===== src/rtl/gravador_musica.sv =====
// Melody recorder: turns key presses, releases and metronome beats into (nota, tempo)
// entries for the music RAM and closes every take with a (0,0) terminator.
module gravador_musica #(
  parameter int unsigned ADDR_WIDTH  = 5,
  parameter int unsigned NOTA_WIDTH  = 4,
  parameter int unsigned TEMPO_WIDTH = 4
) (
  input  logic                   clock,
  input  logic                   reset,
  input  logic                   inicia,
  input  logic                   para,
  input  logic [NOTA_WIDTH-1:0]  botoes_encoded,
  input  logic                   metro,
  output logic                   we,
  output logic [ADDR_WIDTH-1:0]  addr,
  output logic [NOTA_WIDTH-1:0]  data_nota,
  output logic [TEMPO_WIDTH-1:0] data_tempo,
  output logic                   gravando,
  output logic [ADDR_WIDTH-1:0]  num_notas,
  output logic                   fim_memoria,
  output logic                   pronto
);

  localparam logic [2:0] StIdle   = 3'd0;
  localparam logic [2:0] StEspera = 3'd1;
  localparam logic [2:0] StNota   = 3'd2;
  localparam logic [2:0] StPausa  = 3'd3;
  localparam logic [2:0] StGrava  = 3'd4;
  localparam logic [2:0] StTerm   = 3'd5;
  localparam logic [2:0] StFim    = 3'd6;

  localparam logic [ADDR_WIDTH-1:0]  LastAddr = {ADDR_WIDTH{1'b1}};
  localparam logic [TEMPO_WIDTH-1:0] TempoMax = {TEMPO_WIDTH{1'b1}};
  localparam logic [TEMPO_WIDTH-1:0] TempoOne = {{(TEMPO_WIDTH-1){1'b0}}, 1'b1};
  localparam logic [NOTA_WIDTH-1:0]  NotaRest = '0;

  logic [2:0]             state_q, state_d;
  logic [2:0]             nxt_q, nxt_d;
  logic [ADDR_WIDTH-1:0]  addr_q, addr_d;
  logic [ADDR_WIDTH-1:0]  num_notas_q, num_notas_d;
  logic                   fim_memoria_q, fim_memoria_d;
  logic [TEMPO_WIDTH-1:0] cnt_q, cnt_d;
  logic [NOTA_WIDTH-1:0]  nota_q, nota_d;
  logic [NOTA_WIDTH-1:0]  data_nota_q, data_nota_d;
  logic [TEMPO_WIDTH-1:0] data_tempo_q, data_tempo_d;

  logic [TEMPO_WIDTH-1:0] cnt_inc;
  logic [TEMPO_WIDTH-1:0] tempo_nota;

  // A beat arriving together with a closing edge belongs to the event being closed.
  always_comb begin
    cnt_inc    = (metro && (cnt_q != TempoMax)) ? cnt_q + TempoOne : cnt_q;
    tempo_nota = (cnt_inc == '0) ? TempoOne : cnt_inc;
  end

  always_comb begin
    state_d       = state_q;
    nxt_d         = nxt_q;
    addr_d        = addr_q;
    num_notas_d   = num_notas_q;
    fim_memoria_d = fim_memoria_q;
    cnt_d         = cnt_q;
    nota_d        = nota_q;
    data_nota_d   = data_nota_q;
    data_tempo_d  = data_tempo_q;

    case (state_q)
      StIdle: begin
        if (inicia) begin
          addr_d        = '0;
          num_notas_d   = '0;
          fim_memoria_d = 1'b0;
          cnt_d         = '0;
          state_d       = StEspera;
        end
      end
      StEspera: begin
        if (para) begin
          state_d = StTerm;
        end else if (botoes_encoded != NotaRest) begin
          nota_d  = botoes_encoded;
          cnt_d   = '0;
          state_d = StNota;
        end
      end
      StNota: begin
        if (para || (botoes_encoded != nota_q)) begin
          data_nota_d  = nota_q;
          data_tempo_d = tempo_nota;
          cnt_d        = '0;
          state_d      = StGrava;
          if (para) begin
            nxt_d = StTerm;
          end else if (botoes_encoded == NotaRest) begin
            nxt_d = StPausa;
          end else begin
            nxt_d  = StNota;
            nota_d = botoes_encoded;
          end
        end else begin
          cnt_d = cnt_inc;
        end
      end
      StPausa: begin
        if (para) begin
          state_d = StTerm;
        end else if (botoes_encoded != NotaRest) begin
          nota_d = botoes_encoded;
          cnt_d  = '0;
          if (cnt_inc != '0) begin
            data_nota_d  = NotaRest;
            data_tempo_d = cnt_inc;
            nxt_d        = StNota;
            state_d      = StGrava;
          end else begin
            state_d = StNota;
          end
        end else begin
          cnt_d = cnt_inc;
        end
      end
      StGrava: begin
        addr_d      = addr_q + 1'b1;
        num_notas_d = num_notas_q + 1'b1;
        // Last slot is reserved for the terminator.
        if (addr_q == LastAddr - 1'b1) begin
          fim_memoria_d = 1'b1;
          state_d       = StTerm;
        end else begin
          state_d = nxt_q;
        end
      end
      StTerm:  state_d = StFim;
      StFim:   state_d = StIdle;
      default: state_d = StIdle;
    endcase

    if (state_d == StTerm) begin
      data_nota_d  = '0;
      data_tempo_d = '0;
    end
  end

  always_ff @(posedge clock or negedge reset) begin
    if (!reset) begin
      state_q       <= StIdle;
      nxt_q         <= StIdle;
      addr_q        <= '0;
      num_notas_q   <= '0;
      fim_memoria_q <= 1'b0;
      cnt_q         <= '0;
      nota_q        <= '0;
      data_nota_q   <= '0;
      data_tempo_q  <= '0;
    end else begin
      state_q       <= state_d;
      nxt_q         <= nxt_d;
      addr_q        <= addr_d;
      num_notas_q   <= num_notas_d;
      fim_memoria_q <= fim_memoria_d;
      cnt_q         <= cnt_d;
      nota_q        <= nota_d;
      data_nota_q   <= data_nota_d;
      data_tempo_q  <= data_tempo_d;
    end
  end

  always_comb begin
    we          = (state_q == StGrava) || (state_q == StTerm);
    pronto      = (state_q == StFim);
    gravando    = (state_q != StIdle) && (state_q != StFim);
    addr        = addr_q;
    num_notas   = num_notas_q;
    fim_memoria = fim_memoria_q;
    data_nota   = data_nota_q;
    data_tempo  = data_tempo_q;
  end

endmodule


===== config.mk =====
export PLATFORM = sky130hd
export DESIGN_NAME = gravador_musica
export DESIGN_NICKNAME = d
export VERILOG_FILES = /design/src/rtl/gravador_musica.sv
export SDC_FILE = /design/constraint.sdc
export NUM_CORES = 1
export LEC_CHECK = 0
export CAP_MARGIN = 5
export CORE_UTILIZATION = 53
export CTS_CLUSTER_DIAMETER = 150
export DETAILED_ROUTE_END_ITERATION = 7
export PLACE_DENSITY = 0.84
export SLEW_MARGIN = 20
export SYNTH_ARGS = -nofsm -noshare
export SYNTH_HDL_FRONTEND = slang
export SYNTH_SLANG_ARGS = --single-unit

===== constraint.sdc =====
create_clock -name clock -period 2.58 [get_ports clock]
set_input_delay 0.516 -clock clock [delete_from_list [all_inputs] [get_ports clock]]
set_output_delay 0.516 -clock clock [all_outputs]
set_load 0.1 [all_outputs]

* After elaboration in Yosys (flattened, before gate mapping)
Index checks and enable logic that the tools add are counted.
** Operators by class
- Add/sub/neg operators :: 3
- Eq/ne operators :: 27
- Muxes and demuxes :: 49
- Reductions and logical operators :: 22
** Operator list (count)
- $mux 4 :: 23
- $mux 3 :: 13
- $pmux 4 s2 :: 3
- $ne 2x2->1 const B :: 11
- $pmux 5 s2 :: 2
- $pmux 3 s6 :: 1
- $pmux 4 s4 :: 1
- $ne 3x3->1 const B :: 5
- $reduce_and 5->1 :: 3
- $eq 3x3->1 const B :: 4
- $reduce_bool 4->1 :: 3
- $add 5x1->5 const B :: 2
- $logic_not 4->1 :: 2
- $eq 3x2->1 const B :: 2
- $pmux 3 s2 :: 1
- $reduce_and 6->1 :: 1
- $reduce_bool 2->1 :: 3
- $reduce_bool 3->1 :: 2
- $eq 5x5->1 const B :: 1
- $mux 5 :: 1
- $add 4x1->4 const B :: 1
- $ne 4x4->1 :: 1
- $ne 4x4->1 const B :: 1
- $eq 3x1->1 const B :: 1
- 9 further kinds :: 13
** Storage, ports and cells
- Flip-flop bits (word level) :: 33
- Output and inout bits :: 22

* Depth between registers and ports, before layout
- Word-level depth :: 11
- Depth in mapped cells :: 9
- Mapped depth without buffers :: 8

* Worst setup path before layout
Ideal clock, no wire load.
- Kind :: register to output
- Start point :: reg state_q[1]
- End point :: out gravando
- Data arrival time :: 2745 ps
- Data required time :: 2064 ps
- Setup slack :: -681 ps
- Cell stages (with the launch flop) :: 4
- Buffers on the path :: 1
- Path through :: dfrtp_1 -> buf_2 -> nor2b_1 -> or3_1
** On the way
- Longest elaborated chain between the ends :: 2
- Elaborated cells on any way between the ends :: 3
** RTL lines
- start: declaration :: line 37 : logic [2:0] state_q, state_d;
- start signal: assignment :: line 146 : state_q <= StIdle;
- start signal: assignment :: line 156 : state_q <= state_d;
- $ne 3x3->1 / $reduce_bool 3->1 (equally long branches) :: line 171 : gravando = (state_q != StIdle) && (state_q != StFim);
- $logic_and 1x1->1 (*) :: line 171
- end: declaration :: line 18 : output logic gravando,
Mark *: on every way between the ends. The rest lies on a longest branch, timed or not.

* Worst setup path after layout
Ends and elaborated chain as after synthesis.

==> reports/metrics.yaml <==
worst_hold_path:
  hold_start: "nxt_q[0]$_DFFE_PN0P_"
  holdPathStages: 2
  worstHoldPathType: "flip-flop to flip-flop"
  hold-path-endpoint: "nxt_q[0]$_DFFE_PN0P_"
grt:
  antenna_found_initial: 0
  grt_overflow_total: 0
  grt_pass1_wl_um: 7620
  grt_use_total: 0.248
  grt_max_degree: 34
  grt_pass1_vias: 1602
sta:
  worstMarginPinSlew_ns: 0.522
  holdWs_ns: 0.534
  min_period_ns: 2.25
  rsz0062_at_grt: "no"
  setup_slack_ns: 0.333
  max_freq_ghz: 0.445
  relSlewSlack: 0.652
  setup_viol_count_final: 0
  finalSetupTns_ns: 0
  drv_slew: 0
  fin_crit_sh: 0.871
  worst_clock_skew_ns: 0.00604
  hold_violations: 0
setup_path:
  cp_cell_sequence: "and2b_1 -> or3_1 -> buf_12"
  r2r_slack_ns: 0.34
  cpPeakStageDelay_ns: 0.52
  end_kind: "output port"
  crit_type: "flip-flop to output port"
  start_kind: "flip-flop"
  arrival_ns: 1.73
  worst-r2r-cell-count: 6
  r2r-end: "data_tempo[0]$_DFFE_PN0P_"
  critPathBufInv: 1
  critPathRequiredTime_ns: 2.06
  path_delay_family: "simple AND/OR/NAND/NOR gates"
  cp_slowest_cell: "dfrtp_1"
  r2r-start: "cnt_q[0]$_DFFE_PN0P_"
  crit_fanout: 10
cts:
  worstSkewPairLatency_ns: 0.34
  clkTransAtPathRegs_ns: 0.10
  cts_setup_buffers: 0
  ctsHoldBuffers: 0
  clockBufferDepth: 2
  cts.sinks: 33
  cts_tree: "built"
  cts-root-buf: "clkbuf_4"
  ctsHtreeMaxLevel: 2
  numCtsBuffers: 5
  cts_resized: 0
floorplanning:
  start_util: 0.567
  io_pins: 31
  row_count: 21
  coreArea_sq_mm: 0.00342
  die_area_sq_mm: 0.00390
  fp.dieW_um: 62.5
  die_height_um: 62.5
pwr:
  ir_drop_mv: 1.03
  power_switching_share: 0.545
  leakagePower_nw: 1.07
  power_mw: 3.16
  pwr-share-comb: 0.618
  p_sw_mw: 1.72
  p_clk_frac: 0.108
  power_density_mw_per_mm2: 1330
  p_int_mw: 1.44
  seq_power_share: 0.274
synthesis:
  ys_seq_area_frac: 0.426
  synth.avg_cell_area_sq_um: 9.50
  synth-edff-count: 0
  ys_types: 53
  syn_nets: 217
  synthFlopType: "dfrtp_1"
  synth_area_sq_mm: 0.00194
  synth_seq_cells: 33
  yosysWarnings: 0
  synthArstFlopShare: 1.00
  syn_inst: 204
routing:
  drt_first_pass_iters: 4
  drt_iter0_markers: 73
  ant_nets: 0
  routed_wl_um: 4390
  via_count: 1716
  vias_per_cell: 5.92
  drc: 0
  wire_per_inst_um: 15.1
finish:
  final_cell_mix: "buf_4, dfrtp_1, nor2_1"
  fillerInstances: 269
  area_growth_pct: 22.5
  finalNetCount: 256
  register_area_sq_um: 826
  diodes: 0
  layout-drive-gt1-share: 0.230
  multi_input_area_sq_mm: 0.00105
  final_cells: 290
  layout.cells.most_common: "buf_4"
placement:
  dp_hpwl_um: 3200
  placed_cells: 282
  place_worst_setup_slack_ns: 0.0436
  portBuffers: 30
  routabilityCongestion: 0.910
outcome:
  status: "finished, final reports clean"
flow_run:
  max_cap_violations: 0
registers in the layout (all words and copies together), names as in the netlist:
register     count
data_nota        4
num_notas        5
fim_memoria      1
nota_q           4
nxt_q            3
cnt_q            4
state_q          3
addr             5
data_tempo       4
layer usage:
metal | part of all wire | GRT usage
met5 | 0 | 0
met4 | 0.015 | 0.0814
met3 | 0.045 | 0.0347
met2 | 0.47 | 0.395
met1 | 0.47 | 0.347
power by group through the flow:
stage,clock network (mW),logic [mW],registers (mW)
finish,0.340,1.95,0.866
global route,0.370,2.07,0.891
CTS,0.343,1.95,0.865
detailed placement,0,1.94,0.873
global placement,0,1.91,0.873
floorplan,0,0.933,1.42
cell usage after synthesis, drive strengths merged (2+ instances only):
master | instances | area (sq um)
dfrtp | 33 | 826
nor2 | 22 | 82.6
nand2 | 21 | 78.8
o21ai | 20 | 104
a21oi | 9 | 45.0
buf | 6 | 36.3
mux2 | 6 | 67.6
nand3 | 6 | 30.0
clkbuf | 5 | 18.8
nand4 | 5 | 31.3
nor2b | 5 | 31.3
xnor2 | 5 | 43.8
a2bb2oi | 4 | 35.0
a31oi | 4 | 31.3
ha | 4 | 50.1
inv | 4 | 15.0
a211oi | 3 | 35.0
and2 | 3 | 18.8
mux2i | 3 | 30.0
nor3 | 3 | 15.0
a22o | 2 | 17.5
a32o | 2 | 20.0
a32oi | 2 | 17.5
and3 | 2 | 12.5
and4 | 2 | 20.0
o22ai | 2 | 18.8
o31ai | 2 | 20.0
or4 | 2 | 15.0
xor2 | 2 | 17.5
layout make-up:
class                   count  share of cell area
clock buffers               7              0.0274
clock inverters             1             0.00211
inverters                   4             0.00633
multi-input cells         156               0.442
flip-flops and latches     33               0.348
well taps                  46              0.0242
repair buffers             43               0.150
metrics by stage:
stage	utilization	cell area [sq um]
3_3_place_gp	0.674	2300
4_1_cts	0.695	2370
5_1_grt	0.695	2370
3_5_place_dp	0.674	2300
6_report	0.695	2370
2_1_floorplan	-	1950
kinds of logic after synthesis:
kind of cell,after synthesis,synth area share
and+or+nand+nor,77,0.199
AOI/OAI and AO/OA,59,0.230
DFF,33,0.426
buffers and inverters,15,0.0361
muxes,9,0.0504
xor gates and xnor gates,7,0.0316
adders and majority gates,4,0.0258
how the worst max path moves through the flow:
stage                               from                   endpoint  slack, ns  cells after the start
detailed placement                 metro  data_tempo[0]$_DFFE_PN0P_       0.04                      6
finish              state_q[1]$_DFF_PN0_                   gravando       0.33                      3
global route        cnt_q[0]$_DFFE_PN0P_  data_tempo[0]$_DFFE_PN0P_       0.17                      7
CTS                 state_q[1]$_DFF_PN0_                   gravando       0.34                      3
global placement                   metro  data_tempo[0]$_DFFE_PN0P_       0.09                      6
floorplan           state_q[1]$_DFF_PN0_                   gravando       0.25                      3
worst min-delay path: stages (launching register included):
cell and delay (ns):
dfrtp_1 0.39, inv_1 0.06, o22ai_1 0.05
Note: power is estimated with default switching activity, not from simulation.
==> patch (config.mk and constraints unchanged) <==
`addr_q` no longer has a reset.
--- a/src/rtl/gravador_musica.sv
+++ b/src/rtl/gravador_musica.sv
@@ -146,5 +146,4 @@
       state_q       <= StIdle;
       nxt_q         <= StIdle;
-      addr_q        <= '0;
       num_notas_q   <= '0;
       fim_memoria_q <= 1'b0;
@@ -156,5 +155,4 @@
       state_q       <= state_d;
       nxt_q         <= nxt_d;
-      addr_q        <= addr_d;
       num_notas_q   <= num_notas_d;
       fim_memoria_q <= fim_memoria_d;
@@ -164,4 +162,8 @@
       data_tempo_q  <= data_tempo_d;
     end
+  end
+
+  always_ff @(posedge clock) begin
+    addr_q <= addr_d;
   end
 
Behaviour: differs if reset is asserted again (counterexample within 10 cycles, from zero or initial values and one cycle with reset low); with reset held inactive, the same outputs for 10 cycles.
==> patch against the original RTL <==
Sequential share of layout area increased by 0.31 points; final area is 2.1% higher; cell count fell by 2.1%; die area increased by 2.3%; area after synthesis up 2.3%; sequential cell count unchanged; setup slack worse by 29 ps; synthesized cell count down 3.9%; wire length is 5.0% lower; critical path type is now in2reg; critical endpoint is now data_nota[0].
Power is left out: the tool's default activity adds up to more than one toggle a clock period on the data nets, which glitch-free logic cannot reach.
==> patch: results (changes against the original RTL) <==
* CP top delay family: compound AO/OA/AOI/OAI gates (was simple AND/OR/NAND/NOR gates)
* Dominant cells by area after synthesis: dfrtp_1 35%, edfxtp_1 7.6%, a22oi_1 3.4% (was dfrtp_1 43%, o21ai_0 4.4%, nor2_1 4.3%)
* Status: finished clean (unchanged)
* Vias in the first global route at 1,660 (was 1,602)
* Initial DRC Count at 111 (was 73)
* Measured slew at the worst slew-check pin at 479 ps (was 522 ps)
* Post-synth top cells: 28 x dfrtp_1, 16 x nand2_1, 16 x nor2_1, 11 x o21ai_1, 9 x a22oi_1 (was 33 x dfrtp_1, 22 x nor2_1, 21 x nand2_1, 17 x o21ai_0, 9 x a21oi_1)
* Largest net degree at the start of global routing at 29 (was 34)
* Area of placed instances at 0.00234 mm² (was 0.00230 mm²)
* Hpwl dp at 3140 µm (was 3200 µm)
* Gr usage total at 0.242 (was 0.248)
* DP Worst Slack at -10.2 ps (was 43.6 ps)
* Synth cell types at 60 (was 53)
* Root Buffer: clkbuf_8 (was clkbuf_4)
* Clock Latency Late Sink at 290 ps (was 340 ps)
* R2r startpoint: cnt_q[1] (was cnt_q[0])
* Antenna violations before repair at 0 (unchanged)
* Critical-path cell with the highest stage delay: clkdlybuf4s50_1 (was dfrtp_1)
* Post-synth EDFFs at 5 (was 0)
* Crit path largest cell delay at 500 ps (was 520 ps)
* Register area share after synthesis at 0.429 (was 0.426)
* CP Max Fanout at 8 (was 10)
* Clock skew at 6.35 ps (was 6.04 ps)
* First-pass GRT wire length at 7530 µm (was 7620 µm)
* Routed WL at 4170 µm (was 4390 µm)
* Hold path start: nxt_q[1] (was nxt_q[0])
* GPL Wtd Cong at 0.861 (was 0.910)
* Clock slew at reported path FFs at 60 ps (was 100 ps)
* Layout Nets at 250 (was 256)
* CP startpoint: botoes_encoded[1] (was state_q[1])
* Synth async-reset ratio at 0.848 (was 1.00)
* Layout cells sized above 1 at 0.252 (was 0.230)
* Post-Syn Nets at 209 (was 217)
* Data arrival time of the critical path at 2430 ps (was 1730 ps)
* Vias per std cell at 5.82 (was 5.92)
[patch: path summary, 6_finish.rpt]
check | end | slack, ps | cells after the start
min in group asynchronous | nxt_q[2] | 600 | 2
max reg2reg | data_tempo[3] | 380 | 7
min | nxt_q[1] | 480 | 1
max in group asynchronous | fim_memoria | 1700 | 2
max | data_nota[0] | 300 | 7
min reg2reg | nxt_q[1] | 480 | 1
[patch: cells by family (layout without fill, tap and decap cells)]
kind of cell,count (synthesis),count (layout),synth area share
DFF,33,33,0.429
xor gates and xnor gates,8,8,0.0353
AOI/OAI and AO/OA,59,59,0.223
muxes,6,6,0.0334
and+or+nand+nor,72,72,0.219
adders and majority gates,4,4,0.0252
buffers and inverters,14,56,0.0353
[patch: worst register-to-register path, stage by stage, from the launching register on]
cell and delay (ps):
dfrtp_1 460, ha_1 330, clkinv_1 110, a31oi_2 320, nor3b_2 90, buf_4 180
or3b_2 470, a22oi_1 150
[patch: layer usage]
layer / up-vias / wire length, µm / GRT usage
met5: - / 0 / 0
met4: 0 / 68 / 0.0824
met3: 10 / 198 / 0.0743
met2: 37 / 2000 / 0.387
met1: 794 / 1900 / 0.310
li1: 813 / - / -
[patch: layout make-up]
cell class / count / area (µm²)
Inverter: 8 / 30.0
Multi-Input combinational cell: 149 / 1070
Clock inverter: 2 / 10.0
Tap cell: 46 / 57.6
Timing Repair Buffer: 40 / 333
Sequential cell: 33 / 851
Fill cell: 277 / 1040
Clock buffer: 6 / 72.6
[patch: stage by stage]
step                      cells  hold WS [ps]
after floorplan             196           220
after global placement      276           465
after detailed placement    276           472
after CTS                   284           486
after global routing        284           527
final                       284           483
